$ cat config.mk
export PLATFORM = sky130hd
export DESIGN_NAME = muldiv_unit
export DESIGN_NICKNAME = d
export VERILOG_FILES = /design/src/rtl/muldiv_pkg.sv /design/src/rtl/muldiv_step.sv /design/src/rtl/muldiv_unit.sv
export SDC_FILE = /design/constraint.sdc
export NUM_CORES = 1
export LEC_CHECK = 0
export CAP_MARGIN = 15
export CORE_UTILIZATION = 45
export DETAILED_ROUTE_END_ITERATION = 8
export GPL_ROUTABILITY_DRIVEN = 1
export PLACE_DENSITY_LB_ADDON = 0.25
export SYNTH_ARGS = -nofsm -noshare
export SYNTH_HDL_FRONTEND = slang
export SYNTH_SLANG_ARGS = --single-unit
$ cat constraint.sdc
create_clock -name i_clk -period 7.8 [get_ports i_clk]
set_input_delay 1.17 -clock i_clk [delete_from_list [all_inputs] [get_ports i_clk]]
set_output_delay 1.17 -clock i_clk [all_outputs]
set_load 0.01 [all_outputs]
$ cat src/rtl/muldiv_pkg.sv
// Shared op encodings, FSM states and op-decoding helpers for the iterative mul/div unit.
package muldiv_pkg;

    localparam int DEFAULT_WIDTH = 32;

    typedef enum logic [1:0] {
        OP_MULT  = 2'b00,
        OP_MULTU = 2'b01,
        OP_DIV   = 2'b10,
        OP_DIVU  = 2'b11
    } op_e;

    typedef enum logic [1:0] {
        ST_IDLE = 2'b00,
        ST_RUN  = 2'b01,
        ST_FIX  = 2'b10
    } state_e;

    function automatic logic is_div_op(input op_e op);
        return op[1];
    endfunction

    function automatic logic is_signed_op(input op_e op);
        return ~op[0];
    endfunction

endpackage

$ cat src/rtl/muldiv_step.sv
// One iteration of the datapath on {acc, shreg}: shift-add multiply or restoring-divide step.
module muldiv_step #(
    parameter int WIDTH = 32
) (
    input  logic             is_div,
    input  logic [WIDTH-1:0] acc,
    input  logic [WIDTH-1:0] shreg,
    input  logic [WIDTH-1:0] operand,
    output logic [WIDTH-1:0] acc_next,
    output logic [WIDTH-1:0] shreg_next
);

    logic [WIDTH:0] sum;
    logic [WIDTH:0] rem;
    logic [WIDTH:0] trial;

    // NOTE: every signal written here gets a value on every path, so no latch is inferred.
    always_comb begin
        sum        = {1'b0, acc} + {1'b0, operand};
        rem        = {acc, shreg[WIDTH-1]};
        trial      = rem - {1'b0, operand};
        acc_next   = acc;
        shreg_next = shreg;
        if (is_div) begin
            // acc < divisor holds between steps, so the top bit of trial is a clean borrow flag.
            if (!trial[WIDTH]) begin
                acc_next   = trial[WIDTH-1:0];
                shreg_next = {shreg[WIDTH-2:0], 1'b1};
            end else begin
                acc_next   = rem[WIDTH-1:0];
                shreg_next = {shreg[WIDTH-2:0], 1'b0};
            end
        end else begin
            if (shreg[0]) begin
                acc_next   = sum[WIDTH:1];
                shreg_next = {sum[0], shreg[WIDTH-1:1]};
            end else begin
                acc_next   = {1'b0, acc[WIDTH-1:1]};
                shreg_next = {acc[0], shreg[WIDTH-1:1]};
            end
        end
    end

endmodule

$ cat src/rtl/muldiv_unit.sv
// Iterative MULT/MULTU/DIV/DIVU unit with HI/LO registers; one step per clock, WIDTH+2 edges per op.
module muldiv_unit
    import muldiv_pkg::*;
#(
    parameter int WIDTH = DEFAULT_WIDTH
) (
    input  logic             i_clk,
    input  logic             i_rst,
    input  logic             i_start,
    input  logic [1:0]       i_op,
    input  logic [WIDTH-1:0] i_op1,
    input  logic [WIDTH-1:0] i_op2,
    input  logic             i_mthi,
    input  logic             i_mtlo,
    output logic             o_busy,
    output logic             o_done,
    output logic             o_div_by_zero,
    output logic [WIDTH-1:0] o_hi,
    output logic [WIDTH-1:0] o_lo
);

    localparam int               CW   = $clog2(WIDTH) + 1;
    localparam logic [CW-1:0]    LAST = CW'(WIDTH - 1);

    state_e           state;
    op_e              op_q;
    logic [CW-1:0]    cnt;
    logic [WIDTH-1:0] acc, shreg, operand, dividend;
    logic             neg_res, neg_rem, div_zero;

    op_e              op_in;
    logic             sgn_in;
    logic [WIDTH-1:0] mag1, mag2;
    logic [WIDTH-1:0] acc_next, shreg_next;
    logic [2*WIDTH-1:0] prod_fix;
    logic [WIDTH-1:0] quo_fix, rem_fix;

    assign op_in  = op_e'(i_op);
    assign sgn_in = is_signed_op(op_in);
    assign mag1   = (sgn_in && i_op1[WIDTH-1]) ? -i_op1 : i_op1;
    assign mag2   = (sgn_in && i_op2[WIDTH-1]) ? -i_op2 : i_op2;

    assign prod_fix = neg_res ? -{acc, shreg} : {acc, shreg};
    assign quo_fix  = neg_res ? -shreg : shreg;
    assign rem_fix  = neg_rem ? -acc : acc;

    muldiv_step #(.WIDTH(WIDTH)) u_step (
        .is_div     (is_div_op(op_q)),
        .acc        (acc),
        .shreg      (shreg),
        .operand    (operand),
        .acc_next   (acc_next),
        .shreg_next (shreg_next)
    );

    // NOTE: sequential state uses non-blocking assignments so every register samples pre-edge values.
    always_ff @(posedge i_clk or posedge i_rst) begin
        if (i_rst) begin
            state         <= ST_IDLE;
            op_q          <= OP_MULT;
            cnt           <= '0;
            acc           <= '0;
            shreg         <= '0;
            operand       <= '0;
            dividend      <= '0;
            neg_res       <= 1'b0;
            neg_rem       <= 1'b0;
            div_zero      <= 1'b0;
            o_busy        <= 1'b0;
            o_done        <= 1'b0;
            o_div_by_zero <= 1'b0;
            o_hi          <= '0;
            o_lo          <= '0;
        end else begin
            o_done        <= 1'b0;
            o_div_by_zero <= 1'b0;
            case (state)
                ST_IDLE: begin
                    if (i_start) begin
                        op_q     <= op_in;
                        cnt      <= '0;
                        acc      <= '0;
                        shreg    <= mag1;
                        operand  <= mag2;
                        dividend <= i_op1;
                        neg_res  <= sgn_in && (i_op1[WIDTH-1] ^ i_op2[WIDTH-1]);
                        neg_rem  <= sgn_in && i_op1[WIDTH-1];
                        div_zero <= (i_op2 == '0);
                        o_busy   <= 1'b1;
                        state    <= ST_RUN;
                    end else begin
                        if (i_mthi) o_hi <= i_op1;
                        if (i_mtlo) o_lo <= i_op1;
                    end
                end
                ST_RUN: begin
                    acc   <= acc_next;
                    shreg <= shreg_next;
                    cnt   <= cnt + 1'b1;
                    if (cnt == LAST) state <= ST_FIX;
                end
                ST_FIX: begin
                    if (!is_div_op(op_q)) begin
                        {o_hi, o_lo} <= prod_fix;
                    end else if (div_zero) begin
                        o_hi <= dividend;
                        o_lo <= '1;
                    end else begin
                        o_hi <= rem_fix;
                        o_lo <= quo_fix;
                    end
                    o_div_by_zero <= is_div_op(op_q) && div_zero;
                    o_done        <= 1'b1;
                    o_busy        <= 1'b0;
                    state         <= ST_IDLE;
                end
                default: state <= ST_IDLE;
            endcase
        end
    end

endmodule
# == Word-level counts from Yosys, hierarchy flattened ==
# Index checks and enable logic that the tools add are counted.
# word_totals
register_bits,208
inputBits,71
out_inout_bits,67
wordCells,81
# classes
n_addsub,8
n_eq_ne,8
mux,34
n_bitwise,2
reduce_logical,14
# op_table
operator,n
$mux W32,19
$pmux W32 S2,4
$neg A32 Y32,4
$mux W64,1
$neg A64 Y64,1
$add A32 B32 Y33,1
$sub A33 B32 Y33,1
$logic_not A32 Y1,1
$pmux W6 S2,1
$ne A2 B2 Y1 const B,5
$reduce_and A2 Y1,4
$add A6 B1 Y6 const B,1
$eq A6 B5 Y1 const B,1
$mux W6,1
$reduce_and A3 Y1,2
$logic_and A1 B1 Y1,4
$mux W1,4
$mux W2,2
$pmux W2 S2,1
$reduce_bool A2 Y1,2
$eq A2 B1 Y1 const B,1
$eq A2 B2 Y1 const B,1
$logic_not A2 Y1,1
$pmux W1 S2,1
other kinds (2),2

# == Logic depth before layout (Yosys ltp) ==
# Gate-level depths: netlist (run 1).
# logic_depth
ltp_word,5
mapped_depth,14

# == Hierarchy ==
# Synthesis (run 1) repeated with hierarchy kept, for this count alone.
# hier_totals
hier_cells,2183
hier_area_um2,17264.1
# modules_own_cells
module,instances,cells_per_inst,area_per_inst_um2,seq_area_each_um2
muldiv_unit,1,1493,12543.3,5180.0
muldiv_step,1,690,4720.8,0.0

# == Least setup slack after synthesis (run 1) ==
# Ideal clock, no wire load.
# synth_path
kind,input to register
startpoint,in i_op1[2]
endpoint,reg shreg[24]
setup_time_ns,0.083
arrival_time_ns,3.433
required_ns,7.717
path_slack_ns,4.284
path_stages,10
n_path_buf,1
cell_sequence,clkbuf_1 > or3_1 > or4_4 > nor4_2 > and2_1 > nand2_1 > o41ai_1 > xnor2_1 > o21ai_0 > o21ai_0
# synth_between
elab_chain_cells,4
# synth_lines
item,line_no,text
start: declaration,muldiv_unit.sv:11,"input logic [WIDTH-1:0] i_op1,"
$neg A32 Y32,muldiv_unit.sv:40,assign mag1 = (sgn_in && i_op1[WIDTH-1]) ? -i_op1 : i_op1;
$mux W32,muldiv_unit.sv:40,
$mux W32,muldiv_unit.sv:79,if (i_start) begin
$pmux W32 S2,muldiv_unit.sv:77,case (state)
end signal: assignment,muldiv_unit.sv:83,shreg <= mag1;
end signal: assignment,muldiv_unit.sv:98,shreg <= shreg_next;
end: declaration,muldiv_unit.sv:28,"logic [WIDTH-1:0] acc, shreg, operand, dividend;"
# No other way between the ends. The select of a mux whose other input is x is not followed.
# A chain may end at the register's enable or synchronous reset.

# == Worst setup path in the final report (run 1) ==
# layout_path
startpoint,reg shreg[23]
endpoint,reg o_hi[31]
# layout_between
elab_chain_cells,4
# layout_lines
item,line_no,text
$neg A64 Y64,muldiv_unit.sv:43,"assign prod_fix = neg_res ? -{acc, shreg} : {acc, shreg};"
$mux W64,muldiv_unit.sv:43,
$mux W32,muldiv_unit.sv:103,if (!is_div_op(op_q)) begin
$pmux W32 S2,muldiv_unit.sv:77,
end signal: assignment,muldiv_unit.sv:104,"{o_hi, o_lo} <= prod_fix;"
end signal: assignment,muldiv_unit.sv:106,o_hi <= dividend;
end signal: assignment,muldiv_unit.sv:109,o_hi <= rem_fix;
end: declaration,muldiv_unit.sv:18,"output logic [WIDTH-1:0] o_hi,"
# No other way between the ends.

==> results_dict.tcl, run 1 <==
set metrics [dict create \
    status "finished, final reports clean" \
    synth_top_area_cell "dfrtp_1" \
    ioPinCount 138 \
    hold_buffers 0 \
    maxCapViolCount 0 \
    p_int_mw 4.06 \
    yosysTopAreaCellShare 0.312 \
    fp.dieW_um 194 \
    drive_above_1_share 0.0495 \
    worst-path-max-fanout 16 \
    portBuffers 137 \
    wirelength_um 50300 \
    pwr-share-seq 0.277 \
    syn_nets 2256 \
    viasPerCell 5.93 \
    drt_pass1_iterations 7 \
    grt_pass1_vias 14845 \
    dr_total_vias 15545 \
    setup_ws_ns 3.53 \
    power_frac_comb 0.556 \
    clock_latency_ns 0.56 \
    slew_violations 0 \
    drc_errors 0 \
    overflow 0 \
    synth_cell_types 82 \
    seq_area_frac_synth 0.312 \
    crit_buf_inv 0 \
    power_switching_mw 3.44 \
    place.gp.congestion 0.924 \
    dieArea_mm2 0.0377 \
    switching_share 0.458 \
    hold_class "flop to flop" \
    hpwl_um 36700 \
    startpoint_type "flop" \
    critPathTopFamily "simple AND/OR/NAND/NOR gates" \
    critPathArrivalTime_ns 4.75 \
    tns_ns 0 \
    cts_made_buffers 26 \
    crit_slowest_cell "nor4_1" \
    path_cells "nor4_1, nor3b_1, nand4_1, or2_2, o21ai_1, xnor2_1, nor2_1, a211oi_1, a21oi_1, o21ai_0" \
    post_cts_buffers 0 \
    antenna_found_initial 0 \
    leakage_nw 7.95 \
    drt-initial-drc-count 1027 \
    wire_per_inst_um 19.2 \
    worst_pin_slew_ns 1.13 \
    required_ns 8.28 \
    netlist_top_cells_count "nand2_1, o21ai_0, dfrtp_1" \
    syn_avg_cell_area_um2 7.86 \
    post-route-min-period_ns 4.27 \
    rsz0062_at_grt "false" \
    critPathKind "flop to flop" \
    syn_to_final_growth_pct 14.5 \
    fin_skew_ns 0.0200 \
    syn_inst 2114 \
    max_freq_mhz 234 \
    dp_slack_ns 3.42 \
    syn-cell-area_mm2 0.0166 \
    synth_most_common_cell "nand2_1" \
    htree_levels 1 \
    cts_tree "done" \
    cpPeakStageDelay_ns 0.98 \
    place_area_mm2 0.0181 \
    drt.antenna.violating_nets 0 \
    synthArstFlopShare 1.00 \
    clock-sinks 207 \
    start_util 0.462 \
    synth_top_flop_cell "dfrtp_1" \
    rows 69 \
    power_frac_clock 0.167 \
    finalSetupViolations 0 \
    final-hold-violation-count 0 \
    synthTopCellsByArea "dfrtp_1, nand2_1, o21ai_0, xnor2_1, ha_1" \
    cts_resized 0 \
    yosysWarnings 0 \
    synth-edff-count 0 \
    post-route-cell-area_mm2 0.0190 \
    slew_headroom 0.242 \
    ir_drop_mv 0.226 \
    grt_pass1_wl_um 81400 \
    end_kind "flop" \
    cts_buffer_depth 3 \
    die_y_um 194 \
    synth_seq_cells 207 \
    powerDensity_mw_per_mm2 394 \
    fin_crit_sh 0.547 \
    n_fill_cell 3418 \
    clockRootBuffer "clkbuf_16" \
    clkTransAtPathRegs_ns 0.06 \
    core_area_mm2 0.0359 \
    grt_max_degree 104 \
    grt_util_all_layers 0.264 \
    fin_nets 2283 \
]
-- power groups by stage --
stage	Sequential (mW)	Combinational (mW)	Clock, mW
3_5_place_dp	2.07	4.11	0
3_3_place_gp	2.06	4.04	0
2_1_floorplan	1.78	3.27	0
4_1_cts	2.06	4.13	1.27
6_report	2.08	4.17	1.25
5_1_grt	2.13	4.60	1.31
-- state kept, by name, summed over array words and instances (netlist names), 2 cells and up --
name      flops
o_lo         32
o_hi         32
acc          32
state         2
dividend     32
cnt           6
shreg        32
operand      32
-- cell families (layout without fill, tap and decap cells) --
logic type | Yosys count | in the layout | share of synthesized area
and+or+nand+nor | 693 | 693 | 0.193
buffers and inverters | 222 | 268 | 0.0523
DFF | 207 | 207 | 0.312
other | 0 | 1 | 0
adders and majority gates | 71 | 71 | 0.0544
AOI/OAI and AO/OA | 670 | 670 | 0.249
xor gates and xnor gates | 171 | 171 | 0.0902
muxes | 80 | 80 | 0.0485
-- tightest hold or removal path, stage by stage (launching register included) --
cell and delay (ns):
dfrtp_1 0.34, nand2_1 0.05, nand2_1 0.06
-- metal layers --
layer / global-route usage / share of wire / vias to the layer above
met1: 0.370 / 0.46 / 7294
met5: 0 / 0 / -
met3: 0.0296 / 0.062 / 91
li1: - / - / 7596
met2: 0.428 / 0.45 / 564
met4: 0.0788 / 0.027 / 0
-- worst paths after layout --
check                           slack [ns]  cells after the start        start           to
worst max-delay path                  3.53                     10    shreg[23]     o_hi[31]
worst min-delay path                  0.48                      2  dividend[2]  dividend[2]
worst max register to register        3.53                     10    shreg[23]     o_hi[31]
worst min register to register        0.48                      2  dividend[2]  dividend[2]
max in group asynchronous             5.41                      3        i_rst  operand[31]
min in group asynchronous             1.13                      2        i_rst     shreg[5]
-- layout by cell type (no fill, tap or decap), drive strengths merged, types with 65 or more instances in the layout --
| master | netlist | final |
|---|---|---|
| nand2 | 378 | 378 |
| clkdlybuf4s50 | 0 | 137 |
| o21ai | 265 | 265 |
| inv | 62 | 65 |
| mux2i | 76 | 76 |
| dfrtp | 207 | 207 |
| nor2 | 110 | 110 |
| xnor2 | 120 | 120 |
| ha | 69 | 69 |
| a21oi | 124 | 124 |
-- stage by stage --
stage               cells  hold WS, ns  total power, mW   util
floorplan            2114        0.440             5.05      -
global placement     2573        0.455             6.10  0.504
detailed placement   2573        0.462             6.19  0.504
CTS                  2620        0.475             7.46  0.529
global route         2621        0.496             8.05  0.529
finish               2622        0.476             7.50  0.530
-- cell type report --
type,count,area (um2),share of cell area
Multi-Input combinational cell,1685,10600,0.557
Timing Repair Buffer,157,1540,0.0811
Clock inverter,12,143,0.00750
Clock buffer,35,734,0.0386
Inverter,64,248,0.0130
Tap cell,461,577,0.0303
Antenna cell,1,2.50,0.000132
Sequential cell,207,5180,0.273
Power figures use the tool's default switching activity.
==> run 2, diff against run 1 <==
Clock period 7.8 ns to 4.2 ns, I/O delays scaled along.
==> results_dict.tcl, run 2 (synthesis results as in run 1) <==
set metrics [dict create \
    crit_buf_inv 2 \
    clock-sinks 207 \
    setup_ws_ns 0.472 \
    r2r-start "shreg[31]" \
    wire_per_inst_um 19.2 \
    viasPerCell 5.95 \
    cts_buffer_depth 3 \
    overflow 0 \
    wirelength_um 50900 \
    htree_levels 1 \
    ioPinCount 138 \
    drt-initial-drc-count 1240 \
    cts_made_buffers 26 \
    layout_common_cells "nand2_1, o21ai_0, dfrtp_1" \
    dieArea_mm2 0.0377 \
    final-hold-violation-count 0 \
    rsz0062_at_grt "false" \
    rr_worst_depth 14 \
    dr_total_vias 15776 \
    post-route-min-period_ns 3.73 \
    clockRootBuffer "clkbuf_16" \
    hold_buffers 0 \
    drt_pass1_iterations 6 \
    startpoint_type "flop" \
    grt_pass1_wl_um 82300 \
    portBuffers 137 \
    post_cts_buffers 0 \
    hold_class "flop to flop" \
    worst_pin_slew_ns 1.09 \
    fin_crit_sh 0.888 \
    critPathKind "flop to flop" \
    clock_latency_ns 0.54 \
    drive_above_1_share 0.0648 \
    crit_slowest_cell "o41a_1" \
    drc_errors 0 \
    core_area_mm2 0.0359 \
    cts_tree "done" \
    antenna_found_initial 0 \
    slew_headroom 0.270 \
    cts_resized 0 \
    reg2reg_slack_ns 0.47 \
    worstHoldEndpoint "o_lo[16]" \
    clkTransAtPathRegs_ns 0.06 \
    worst-path-max-fanout 24 \
    grt_max_degree 116 \
    required_ns 4.61 \
    max_freq_mhz 268 \
    final_common_cell "nand2_1" \
    ir_drop_mv 0.296 \
    start_util 0.462 \
    syn_to_final_growth_pct 16.2 \
    cp_common_cell "o21a_1" \
    hpwl_um 37100 \
    drt.antenna.violating_nets 0 \
    leakage_nw 8.13 \
    critPathArrivalTime_ns 4.14 \
    tns_ns 0 \
    end_kind "flop" \
    r2r-end "acc[16]" \
    grt_pass1_vias 15049 \
    hold_depth 2 \
    dp_cells 2606 \
    rows 69 \
    maxCapViolCount 0 \
    path_cells "inv_1, ha_1, fa_1, nor2b_1, o31a_1, o21a_1, o41a_1, o21a_1, o311ai_4, buf_12, mux2i_1, nor2_1, a21oi_1, o21ai_0" \
    grt_util_all_layers 0.267 \
    slew_violations 0 \
    fin_nets 2315 \
    finalSetupViolations 0 \
    worstHoldStart "o_lo[16]" \
    critPathTopFamily "compound AO/OA/AOI/OAI gates" \
    dp_slack_ns 0.457 \
    die_y_um 194 \
    powerDensity_mw_per_mm2 729 \
    cpPeakStageDelay_ns 0.52 \
    place.gp.congestion 0.921 \
    finalNonFillerCells 2653 \
    status "finished, final reports clean" \
    diodes 0 \
    fin_skew_ns 0.0129 \
    fp.dieW_um 194 \
]
[run 2: cell types whose count changed in the layout (fill, tap and decap cells not counted)]
cell,before,now
bufinv_16,2,3
inv_8,1,0
clkinv_2,2,7
clkinv_4,0,2
clkinv_8,1,0
inv_6,3,0
clkbuf_16,26,27
clkbuf_1,4,1
buf_4,19,49
buf_16,1,0
buf_12,0,3
diode_2,1,0
clkbuf_8,5,4
[run 2: layer usage]
metal  GRT usage  share of wire  wire length, um  vias to the layer above
met4      0.0591          0.019              985                        0
met1       0.372           0.45            22900                     7434
li1            -              -                -                     7659
met2       0.442           0.46            23300                      606
met5           0              0                0                        -
met3      0.0329          0.071             3610                       77
[run 2: worst max-delay path by stage]
stage                         start         to  slack, ns  cells past startpoint
after global routing      shreg[31]    acc[29]       0.30                     12
after global placement     i_op1[3]  shreg[24]       0.47                     10
after detailed placement   i_op1[3]  shreg[26]       0.46                     10
final                     shreg[31]    acc[16]       0.47                     14
after floorplan               i_rst     acc[0]       0.88                      1
after CTS                 shreg[31]    acc[16]       0.50                     14
[run 2: tightest hold or removal path: stages, from the launching register on]
cell and delay, ns:
dfrtp_1 0.34, nand2_1 0.04, o21ai_0 0.06
[run 2: metrics by stage]
step	area (um2)	utilization	hold slack, ns	power (mW)
after floorplan	16600	-	0.440	9.37
after global placement	18400	0.512	0.460	11.4
after detailed placement	18400	0.512	0.463	11.6
after CTS	19300	0.537	0.480	14.0
after global routing	19300	0.537	0.495	15.1
final	19300	0.537	0.473	14.1
[run 2: area by class of cell]
cell class                 count  area (um2)
clock buffer                  32         734
clock inverter                15         165
fill                        3415       16600
inverter                      64         244
multi-input combinational   1685       10600
sequential                   207        5180
tap                          461         577
timing repair buffer         189        1800
[run 2: power breakdown]
| part | internal (mW) | leakage [nW] | total (mW) | switching (mW) |
|---|---|---|---|---|
| combinational | 3.64 | 5.15 | 8.04 | 4.40 |
| clock | 1.42 | 0.441 | 2.35 | 0.924 |
| sequential | 2.69 | 2.53 | 3.68 | 0.995 |
